==> src/rtl/classifier_driver.sv <==
// Request-side front end for the packet classifier: buffers headers, issues them one at a
// time over the valid/ready_to_process handshake and returns rule/timeout results downstream.
module classifier_driver #(
  parameter int PKT_W          = 104,
  parameter int RULE_W         = 160,
  parameter int DEPTH          = 4,
  parameter int TIMEOUT_CYCLES = 512
) (
  input  logic              clk,
  input  logic              reset,
  input  logic              in_valid,
  output logic              in_ready,
  input  logic [PKT_W-1:0]  in_packet,
  input  logic              cls_ready,
  output logic              cls_valid,
  output logic [PKT_W-1:0]  cls_packet,
  input  logic [RULE_W-1:0] cls_rule,
  output logic              out_valid,
  input  logic              out_ready,
  output logic [PKT_W-1:0]  out_packet,
  output logic [RULE_W-1:0] out_rule,
  output logic              out_timeout,
  output logic [15:0]       out_seq,
  output logic              busy,
  output logic [15:0]       timeout_count
);

  localparam int AW = $clog2(DEPTH);
  localparam int TW = $clog2(TIMEOUT_CYCLES);
  localparam logic [TW-1:0] TIMER_LAST = TW'(TIMEOUT_CYCLES - 1);
  localparam logic [AW:0]   FIFO_FULL  = (AW + 1)'(DEPTH);

  typedef enum logic [2:0] {
    IDLE,
    ISSUE,
    WAIT_BUSY,
    WAIT_DONE,
    RESP
  } state_t;

  state_t            state;
  logic [PKT_W-1:0]  mem [DEPTH];
  logic [AW-1:0]     wr_ptr;
  logic [AW-1:0]     rd_ptr;
  logic [AW:0]       count;
  logic [PKT_W-1:0]  hold_pkt;
  logic [TW-1:0]     timer;
  logic              full;
  logic              push;
  logic              pop;

  assign full     = (count == FIFO_FULL);
  assign push     = in_valid && !full;
  assign pop      = (state == ISSUE);
  assign in_ready = !full;
  assign busy     = (state != IDLE) || (count != '0);

  always_ff @(posedge clk) begin
    if (push) mem[wr_ptr] <= in_packet;
  end

  always_ff @(posedge clk) begin
    if (reset) begin
      wr_ptr <= '0;
      rd_ptr <= '0;
      count  <= '0;
    end else begin
      if (push) wr_ptr <= wr_ptr + 1'b1;
      if (pop)  rd_ptr <= rd_ptr + 1'b1;
      case ({push, pop})
        2'b10:   count <= count + 1'b1;
        2'b01:   count <= count - 1'b1;
        default: count <= count;
      endcase
    end
  end

  always_ff @(posedge clk) begin
    if (reset) begin
      state         <= IDLE;
      cls_valid     <= 1'b0;
      cls_packet    <= '0;
      hold_pkt      <= '0;
      timer         <= '0;
      out_valid     <= 1'b0;
      out_packet    <= '0;
      out_rule      <= '0;
      out_timeout   <= 1'b0;
      out_seq       <= '0;
      timeout_count <= '0;
    end else begin
      case (state)
        IDLE: begin
          if (count != '0 && cls_ready) begin
            state      <= ISSUE;
            cls_valid  <= 1'b1;
            cls_packet <= mem[rd_ptr];
          end
        end
        ISSUE: begin
          cls_valid <= 1'b0;
          hold_pkt  <= cls_packet;
          timer     <= '0;
          state     <= WAIT_BUSY;
        end
        WAIT_BUSY: begin
          timer <= timer + 1'b1;
          if (timer == TIMER_LAST) begin
            out_rule    <= '0;
            out_timeout <= 1'b1;
            out_packet  <= hold_pkt;
            out_valid   <= 1'b1;
            if (timeout_count != 16'hFFFF) timeout_count <= timeout_count + 16'd1;
            state       <= RESP;
          end else if (!cls_ready) begin
            state <= WAIT_DONE;
          end
        end
        WAIT_DONE: begin
          timer <= timer + 1'b1;
          // completion takes priority over a timeout landing in the same cycle
          if (cls_ready) begin
            out_rule    <= cls_rule;
            out_timeout <= 1'b0;
            out_packet  <= hold_pkt;
            out_valid   <= 1'b1;
            state       <= RESP;
          end else if (timer == TIMER_LAST) begin
            out_rule    <= '0;
            out_timeout <= 1'b1;
            out_packet  <= hold_pkt;
            out_valid   <= 1'b1;
            if (timeout_count != 16'hFFFF) timeout_count <= timeout_count + 16'd1;
            state       <= RESP;
          end
        end
        RESP: begin
          if (out_ready) begin
            out_valid <= 1'b0;
            out_seq   <= out_seq + 16'd1;
            state     <= IDLE;
          end
        end
        default: state <= IDLE;
      endcase
    end
  end

endmodule

==> config.mk <==
export PLATFORM = sky130hd
export DESIGN_NAME = classifier_driver
export DESIGN_NICKNAME = d
export VERILOG_FILES = /design/src/rtl/classifier_driver.sv
export SDC_FILE = /design/constraint.sdc
export NUM_CORES = 1
export LEC_CHECK = 0
export CAP_MARGIN = 20
export CELL_PAD_IN_SITES_DETAIL_PLACEMENT = 1
export CELL_PAD_IN_SITES_GLOBAL_PLACEMENT = 1
export CORE_MARGIN = 2
export CORE_UTILIZATION = 44
export CTS_BUF_LIST = sky130_fd_sc_hd__clkbuf_4 sky130_fd_sc_hd__clkbuf_8 sky130_fd_sc_hd__clkbuf_16
export DETAILED_ROUTE_END_ITERATION = 6
export GPL_TIMING_DRIVEN = 0
export HOLD_SLACK_MARGIN = 0.06
export PLACE_DENSITY = 0.82
export REMOVE_ABC_BUFFERS = 1
export SLEW_MARGIN = 0
export SYNTH_ARGS = -nofsm -noshare
export SYNTH_HDL_FRONTEND = slang
export SYNTH_SLANG_ARGS = --single-unit
==> constraint.sdc <==
create_clock -name clk -period 10.96 [get_ports clk]
set_input_delay 1.644 -clock clk [delete_from_list [all_inputs] [get_ports clk]]
set_output_delay 1.644 -clock clk [all_outputs]
set_load 0.005 [all_outputs]
==> results of run 1 <==
## cell usage after synthesis, types with 4 or more instances
library cell	number
or3_1	13
buf_4	16
clkbuf_1	112
nor3_1	8
nand3_1	12
and4_1	5
o31ai_1	7
buf_2	60
and3_1	11
edfxtp_1	416
nand2b_1	5
buf_1	4
nor2_1	198
ha_1	9
a22oi_1	160
nor4_1	5
xor2_1	10
dfxtp_1	526
nor2b_1	8
mux2_2	5
mux4_2	104
or4_1	6
nand4_1	13
inv_1	6
o21ai_0	12
a21oi_1	341
nand2_1	648
## where the power goes
part	switching, mW	internal, mW	total (mW)
sequential	0.160	3.91	4.07
clock	1.43	2.06	3.49
combinational	0.679	0.569	1.25
## logic make-up after synthesis
kind of cell	after synthesis	synth area share [%]
fa+ha+maj	10	0.396
xor+xnor	13	0.340
flops	942	68.8
simple gates	945	11.5
mux	112	7.26
buf+inv	199	2.64
compound gates	525	9.13
## worst max-delay path by stage
stage / startpoint / to / slack, ns / cells after the start
CTS: state[2] / busy / 7.02 / 3
global route: state[2] / busy / 6.99 / 3
global placement: reset / out_valid / -6.35 / 2
finish: state[2] / busy / 7.03 / 3
detailed placement: cls_ready / out_rule[134] / 6.81 / 7
floorplan: cls_ready / out_rule[0] / 3.63 / 4
## critical path: stages (launching register included)
cell and delay (ns):
dfxtp_1 0.43, nor3_1 0.52, nand2b_1 0.13, clkdlybuf4s50_1 0.54
## per-layer routing
layer	global-route usage [%]	part of all wire, %
met3	7.40	6.8
met2	49.5	51
met5	0	0.20
met4	17.6	6.2
met1	30.6	36
## cell type report
class                      count  area, um^2  share of cell area [%]
antenna                       12        30.0                  0.0668
clock buffer                 137        2840                    6.31
clock inverter                48         613                    1.36
inverter                       7        31.3                  0.0695
multi-input combinational   1605        9640                    21.4
sequential                   942       23000                    51.2
tap                          978        1220                    2.72
timing repair buffer         706        7570                    16.8
## flip-flops by register name (all words and copies together) (netlist names)
signal,cells
out_packet,104
out_timeout,1
out_seq,16
cls_packet,104
cls_valid,1
hold_pkt,104
count,3
wr_ptr,2
mem,416
timer,9
state,3
timeout_count,16
out_rule,160
rd_ptr,2
out_valid,1
==> results_dict.tcl, run 1 <==
set metrics [dict create \
    status "complete, no violations" \
    finalClockSkew_ns 0.0291 \
    synthDominantCellAreaShare_pct 37.3 \
    numCtsBuffers 98 \
    r2r-start "timer[0]" \
    layout-drive-gt1-share_pct 9.75 \
    dp_hpwl_um 74100 \
    startpoint_type "register" \
    power_density_nw_per_um2 196 \
    rsz0062_at_grt "no" \
    irDropWorstVdd_v 0.000163 \
    dpl.cell_count 4237 \
    htree_levels 3 \
    place_worst_setup_slack_ns 6.81 \
    async_flop_share_pct 0 \
    grt_usage_pct 28.3 \
    seq_area_frac_synth_pct 68.8 \
    min_path_type "reg2reg" \
    cts_buffer_depth 3 \
    cts_tree "done" \
    post-route-drc-count 0 \
    detail-route-antenna-nets 0 \
    synth_cell_types 43 \
    io_pins 674 \
    grt_pass1_vias 26500 \
    min_from "hold_pkt[16]" \
    drv_slew 0 \
    syn_inst 2746 \
    vias 24500 \
    post-route-period-util_pct 35.8 \
    arrival_ns 2.28 \
    slew_headroom_pct 41.1 \
    cap_violations 0 \
    hold_buffers 0 \
    timing.final.ws_setup_ns 7.03 \
    stdcell_count 4435 \
    die_area_um2 78300 \
    antenna_found_initial 31 \
    placed_cell_area_um2 41500 \
    gp_congestion 0.900 \
    timing.hold.ws_ns 0.454 \
    r2r-end "out_packet[89]" \
    total_leakage_power_nw 14.7 \
    ys_warn_count 0 \
    synth-main-ff-cell "dfxtp_1" \
    crit_type "reg2out" \
    avgSynthCellArea_um2 12.2 \
    layout_min_cycle_time_ns 3.93 \
    synth_largest_area_cell "edfxtp_1" \
    worst_ep_required_time_ns 9.32 \
    fillers 7450 \
    ys_seq_elements 942 \
    final_area_um2 45000 \
    clkSinkCount 942 \
    finalSetupTns_ns 0 \
    power_mw 8.80 \
    worstSetupEndpointType "output port" \
    setup_viol 0 \
    grt_max_degree 162 \
    clk_pin_slew_ns 0.06 \
    rows 101 \
    syn_area_um2 33500 \
    die_h_um 280 \
    finalHoldViolations 0 \
    initialDrtViolationCount 1703 \
    initial_utilization_pct 44.3 \
    routed_wl_um 113000 \
    cts_setup_buffers 0 \
    clock_latency_ns 0.67 \
    grt_first_pass_wirelength_um 167000 \
    post_drt_wl_per_cell_um 25.4 \
    core_area_um2 75600 \
    synth.area.top_cells "edfxtp_1 (37%), dfxtp_1 (31%), nand2_1 (7.3%)" \
    final_cell_mix "clkdlybuf4s50_1 (672), nand2_1 (648), dfxtp_1 (524), edfxtp_1 (416), a21oi_1 (341)" \
    final_common_cell "clkdlybuf4s50_1" \
    cts_resized 0 \
    dieWidth_um 280 \
    dr.pass1.iters 5 \
    nNetsFinal 3639 \
    worstMarginPinSlew_ns 0.884 \
    post-route-util_pct 59.5 \
    reg2regPathDepth 10 \
    max_clock_freq_ghz 0.255 \
    hold_end "hold_pkt[16]" \
    r2r_slack_ns 7.55 \
    holdPathStages 2 \
    cp_max_fo 10 \
    port_buffers 673 \
    syn_to_final_growth_pct 34.4 \
    synth_edf_count 416 \
    root_buffer "clkbuf_16" \
    grt-ovfl-total 0 \
    viasPerCell 5.53 \
]
No activity file was read; power rests on OpenSTA's default activity.
==> inputs of run 2 (changes only) <==
- CORE_UTILIZATION: 44 -> 37
- PLACE_DENSITY: 0.82 -> 0.73
- clock period: 10.96 -> 3.45 ns (I/O delays scaled with it)
==> run 2 against run 1 <==
Cell area rose by 1.1%. Via count fell by 2.5%. Clock power rose to 3.2 times the previous value. Sequential share of layout area fell by 0.54 points. Total power rose to 3.2 times the previous value. Utilization fell by 8.9 points. Setup slack got worse by 6.9 ns. Worst hold slack got worse by 0.18 ns. Combinational power rose to 3.2 times the previous value. Wire length fell by 5.8%. Clock-buffer cell count rose by 12. Global-route usage fell by 5.9 points. Critical path type is now reg2reg. Largest cell class unchanged. Largest power group unchanged. Highest routed layer unchanged.
==> results_dict.tcl, run 2 (same netlist as run 1, synthesis figures left out) <==
set metrics [dict create \
    detail-route-antenna-nets 0 \
    nNetsFinal 3651 \
    port_buffers 673 \
    cpMaxStageDelayCell "or3b_4" \
    root_buffer "clkbuf_16" \
    cp_top_family "simple AND/OR/NAND/NOR gates" \
    finalClockSkew_ns 0.0205 \
    dr.pass1.iters 5 \
    die_area_um2 92900 \
    routed_wl_um 106000 \
    power_density_nw_per_um2 621 \
    path_cells "or3b_4 > buf_16 > clkinv_16 > buf_16 > ha_1 > inv_1 > fa_1 > xor2_1 > or3_1 > a21oi_1" \
    initial_utilization_pct 37.2 \
    initialDrtViolationCount 1439 \
    multi_input_area_um2 9670 \
    grt_usage_pct 22.4 \
    setup_viol 0 \
    cts_tree "done" \
    numCtsBuffers 102 \
    worstMarginPinSlew_ns 0.999 \
    clock_latency_ns 0.69 \
    worstSetupEndpointType "register" \
    slew_headroom_pct 33.3 \
    grt_max_degree 146 \
    rows 110 \
    finalHoldViolations 0 \
    final_common_cell "clkdlybuf4s50_1" \
    top_regs "mem: 416 flops, out_rule: 160 flops" \
    gp_congestion 0.822 \
    worst_ep_required_time_ns 4.06 \
    grt_pass1_vias 25000 \
    largest_register_ffs 416 \
    die_h_um 305 \
    layout_min_cycle_time_ns 3.33 \
    cp_max_fo 62 \
    grt_first_pass_wirelength_um 159000 \
    regMostFlops "mem" \
    post-route-util_pct 50.6 \
    dieWidth_um 305 \
    vias 23900 \
    crit_type "reg2reg" \
    final_cell_mix "clkdlybuf4s50_1 (672), nand2_1 (648), dfxtp_1 (521), edfxtp_1 (416), a21oi_1 (340)" \
    rsz0062_at_grt "no" \
    syn_to_final_growth_pct 35.8 \
    min_path_type "in2reg" \
    power_mw 28.2 \
    post-route-period-util_pct 96.4 \
    io_pins 674 \
    critPathMaxStageDelay_ns 0.58 \
    startpoint_type "register" \
    arrival_ns 3.93 \
    cap_violations 0 \
    htree_levels 3 \
    dp_hpwl_um 69700 \
    drv_slew 0 \
    layout-drive-gt1-share_pct 10.4 \
    regArea_um2 23000 \
    cts_buffer_depth 3 \
    path_buf_inv 4 \
    core_area_um2 89900 \
    total_leakage_power_nw 14.9 \
    fillers 9198 \
    post-route-drc-count 0 \
    worst_path_most_repeated_cell "buf_16" \
    antenna_found_initial 18 \
    viasPerCell 5.15 \
    status "complete, no violations" \
    grt-ovfl-total 0 \
    irDropWorstVdd_v 0.000479 \
    clkSinkCount 942 \
    post_drt_wl_per_cell_um 22.9 \
    clk_pin_slew_ns 0.06 \
    max_clock_freq_ghz 0.301 \
]
-- run 2: report_power, final --
group          switching [mW]  internal, mW
Sequential              0.509          12.4
Clock                    4.60          6.73
Combinational            2.13          1.84
-- run 2: metrics by stage --
stage | setup slack, ns | std cells | TNS [ns] | area (um^2) | hold WS [ns]
floorplan | -3.50 | 2554 | -1204.77 | 32600 | 0.426
global placement | -14.23 | 4403 | -8319.37 | 40800 | 0.438
detailed placement | -0.183 | 4440 | -7.79 | 41800 | 0.444
CTS | 0.0235 | 4636 | 0 | 45400 | 0.250
global route | 0.0534 | 4642 | 0 | 45500 | 0.272
finish | 0.124 | 4644 | 0 | 45500 | 0.276
-- run 2: worst paths after layout --
path / startpoint / endpoint / slack (ns) / cells after the start
worst max-delay path: state[0] / count[2] / 0.12 / 10
worst min-delay path: reset / hold_pkt[21] / 0.28 / 2
worst max register to register: state[0] / count[2] / 0.12 / 10
worst min register to register: hold_pkt[73] / out_packet[73] / 0.45 / 2
-- run 2: area by class of cell --
| cell class | instances | share of cell area (%) |
|---|---|---|
| inverter | 7 | 0.116 |
| sequential | 942 | 50.7 |
| clock buffer | 149 | 6.75 |
| antenna | 6 | 0.0330 |
| timing repair buffer | 712 | 16.9 |
| clock inverter | 45 | 1.03 |
| multi-input combinational | 1607 | 21.3 |
| tap | 1176 | 3.24 |
-- run 2: metal layers --
metal / vias up / GRT usage [%] / share of wire (%)
li1: 11000 / - / -
met1: 12100 / 25.4 / 39
met2: 603 / 39.6 / 51
met3: 191 / 5.97 / 5.8
met4: 22 / 9.59 / 4.2
met5: - / 0 / 0.14
-- run 2: repair_timing --
action	4_1_cts	5_1_grt
cloned	1	1
pin swaps	0	1
setup endpoints to repair	69	36
resized for setup	3	5
hold buffers	0	0
setup buffers	1	0
==> inputs of run 3 (changes only) <==
- SKIP_CTS_REPAIR_TIMING: default -> 1
==> run 3 against run 2 <==
Global-route usage down 0.11 points. Combinational power about the same. Die area unchanged. Worst hold slack about the same. The run now ends with design-rule violations left. Largest cell class unchanged. Largest power group unchanged. Sequential power about the same.
==> results_dict.tcl, run 3 (same netlist as run 1, synthesis figures left out) <==
set metrics [dict create \
    worstSetupEndpointType "register" \
    routed_wl_um 106000 \
    dr.pass1.iters 7 \
    initialDrtViolationCount 1398 \
    regMostFlops "mem" \
    arrival_ns 3.93 \
    finalClockSkew_ns 0.0209 \
    post-route-period-util_pct 96.3 \
    min_path_type "in2reg" \
    largest_register_ffs 416 \
    clkSinkCount 942 \
    dpl.cell_count 4440 \
    post-route-drc-count 4 \
    grt-ovfl-total 0 \
    grt_pass1_vias 25000 \
    grt_usage_pct 22.3 \
    die_h_um 305 \
    viasPerCell 5.15 \
    violations "design-rule violations" \
    clk_pin_slew_ns 0.06 \
    status "finished with violations" \
    place_worst_setup_slack_ns -0.183 \
    grt_first_pass_wirelength_um 158000 \
    worst_ep_required_time_ns 4.05 \
    port_buffers 673 \
    dp_hpwl_um 69700 \
    rows 110 \
    layout-drive-gt1-share_pct 10.4 \
    cap_violations 0 \
    grt_max_degree 146 \
    drv_slew 0 \
    finalSetupTns_ns 0 \
    setup_viol 0 \
    rsz0062_at_grt "no" \
    core_area_um2 89900 \
    vias 23900 \
    stdcell_count 4648 \
    final_cell_mix "clkdlybuf4s50_1 (672), nand2_1 (648), dfxtp_1 (523), edfxtp_1 (416), a21oi_1 (340)" \
    startpoint_type "register" \
    top_regs "mem: 416 flops, out_rule: 160 flops" \
    cts_buffer_depth 3 \
    initial_utilization_pct 37.2 \
    cts_tree "done" \
    htree_levels 3 \
    numCtsBuffers 102 \
    io_pins 674 \
    max_clock_freq_ghz 0.301 \
    cp_max_fo 62 \
    post-route-util_pct 50.6 \
    crit_type "reg2reg" \
    antenna_found_initial 17 \
    syn_to_final_growth_pct 35.8 \
    timing.final.ws_setup_ns 0.127 \
    power_density_nw_per_um2 621 \
    root_buffer "clkbuf_16" \
    dieWidth_um 305 \
    die_area_um2 92900 \
    gp_congestion 0.822 \
    final_common_cell "clkdlybuf4s50_1" \
    clock_latency_ns 0.69 \
    nNetsFinal 3653 \
    irDropWorstVdd_v 0.000479 \
    finalHoldViolations 0 \
    layout_min_cycle_time_ns 3.32 \
    worstMarginPinSlew_ns 1.01 \
    total_leakage_power_nw 14.9 \
    detail-route-antenna-nets 0 \
    slew_headroom_pct 32.6 \
    post_drt_wl_per_cell_um 22.9 \
]
## run 3: changes by cell type in the layout (fill, tap and decap cells not counted)
cell | previous run | this run
buf_4 | 2 | 4
dfxtp_1 | 521 | 523
diode_2 | 6 | 8
clkinv_16 | 1 | 0
clkinv_8 | 2 | 3
dfxtp_2 | 2 | 1
dfxtp_4 | 3 | 2
## run 3: worst paths after layout
| kind | slack, ns | cells past startpoint | to | start |
|---|---|---|---|---|
| worst max-delay path | 0.13 | 10 | count[2] | state[1] |
| worst min-delay path | 0.28 | 2 | out_packet[90] | reset |
| worst max register to register | 0.13 | 10 | count[2] | state[1] |
| worst min register to register | 0.45 | 2 | out_packet[73] | hold_pkt[73] |
## run 3: area by class of cell
| type | count | area, um^2 |
|---|---|---|
| inverter | 7 | 38.8 |
| timing repair buffer | 714 | 7700 |
| tap | 1176 | 1470 |
| fill | 9196 | 44400 |
| multi-input combinational | 1607 | 9670 |
| clock buffer | 149 | 3070 |
| antenna | 8 | 20.0 |
| clock inverter | 45 | 468 |
| sequential | 942 | 23000 |
## run 3: through the flow
stage	hold slack (ns)	power [mW]	area [um^2]
detailed placement	0.444	17.2	41800
global route	0.272	29.3	45500
CTS	0.250	28.6	45400
floorplan	0.426	14.9	32600
finish	0.276	28.2	45500
global placement	0.438	17.1	40800
## run 3: layer usage
| metal | global-route usage (%) | wire length (um) |
|---|---|---|
| met2 | 39.5 | 54600 |
| met3 | 5.97 | 6050 |
| met4 | 9.50 | 4440 |
| met5 | 0 | 149 |
| met1 | 25.2 | 41100 |
## run 3: critical path, stage by stage (launching register included)
cell	delay, ns
dfxtp_1	0.48
or3b_4	0.51
buf_16	0.19
clkinv_8	0.25
buf_16	0.29
ha_1	0.26
inv_1	0.06
fa_1	0.38
xor2_1	0.16
or3_1	0.30
a21oi_1	0.14
## run 3: power breakdown
part | total (mW) | switching [mW] | internal [mW]
logic | 3.97 | 2.13 | 1.84
clock network | 11.3 | 4.60 | 6.73
registers | 12.9 | 0.507 | 12.4
total | 28.2 | 7.23 | 21.0
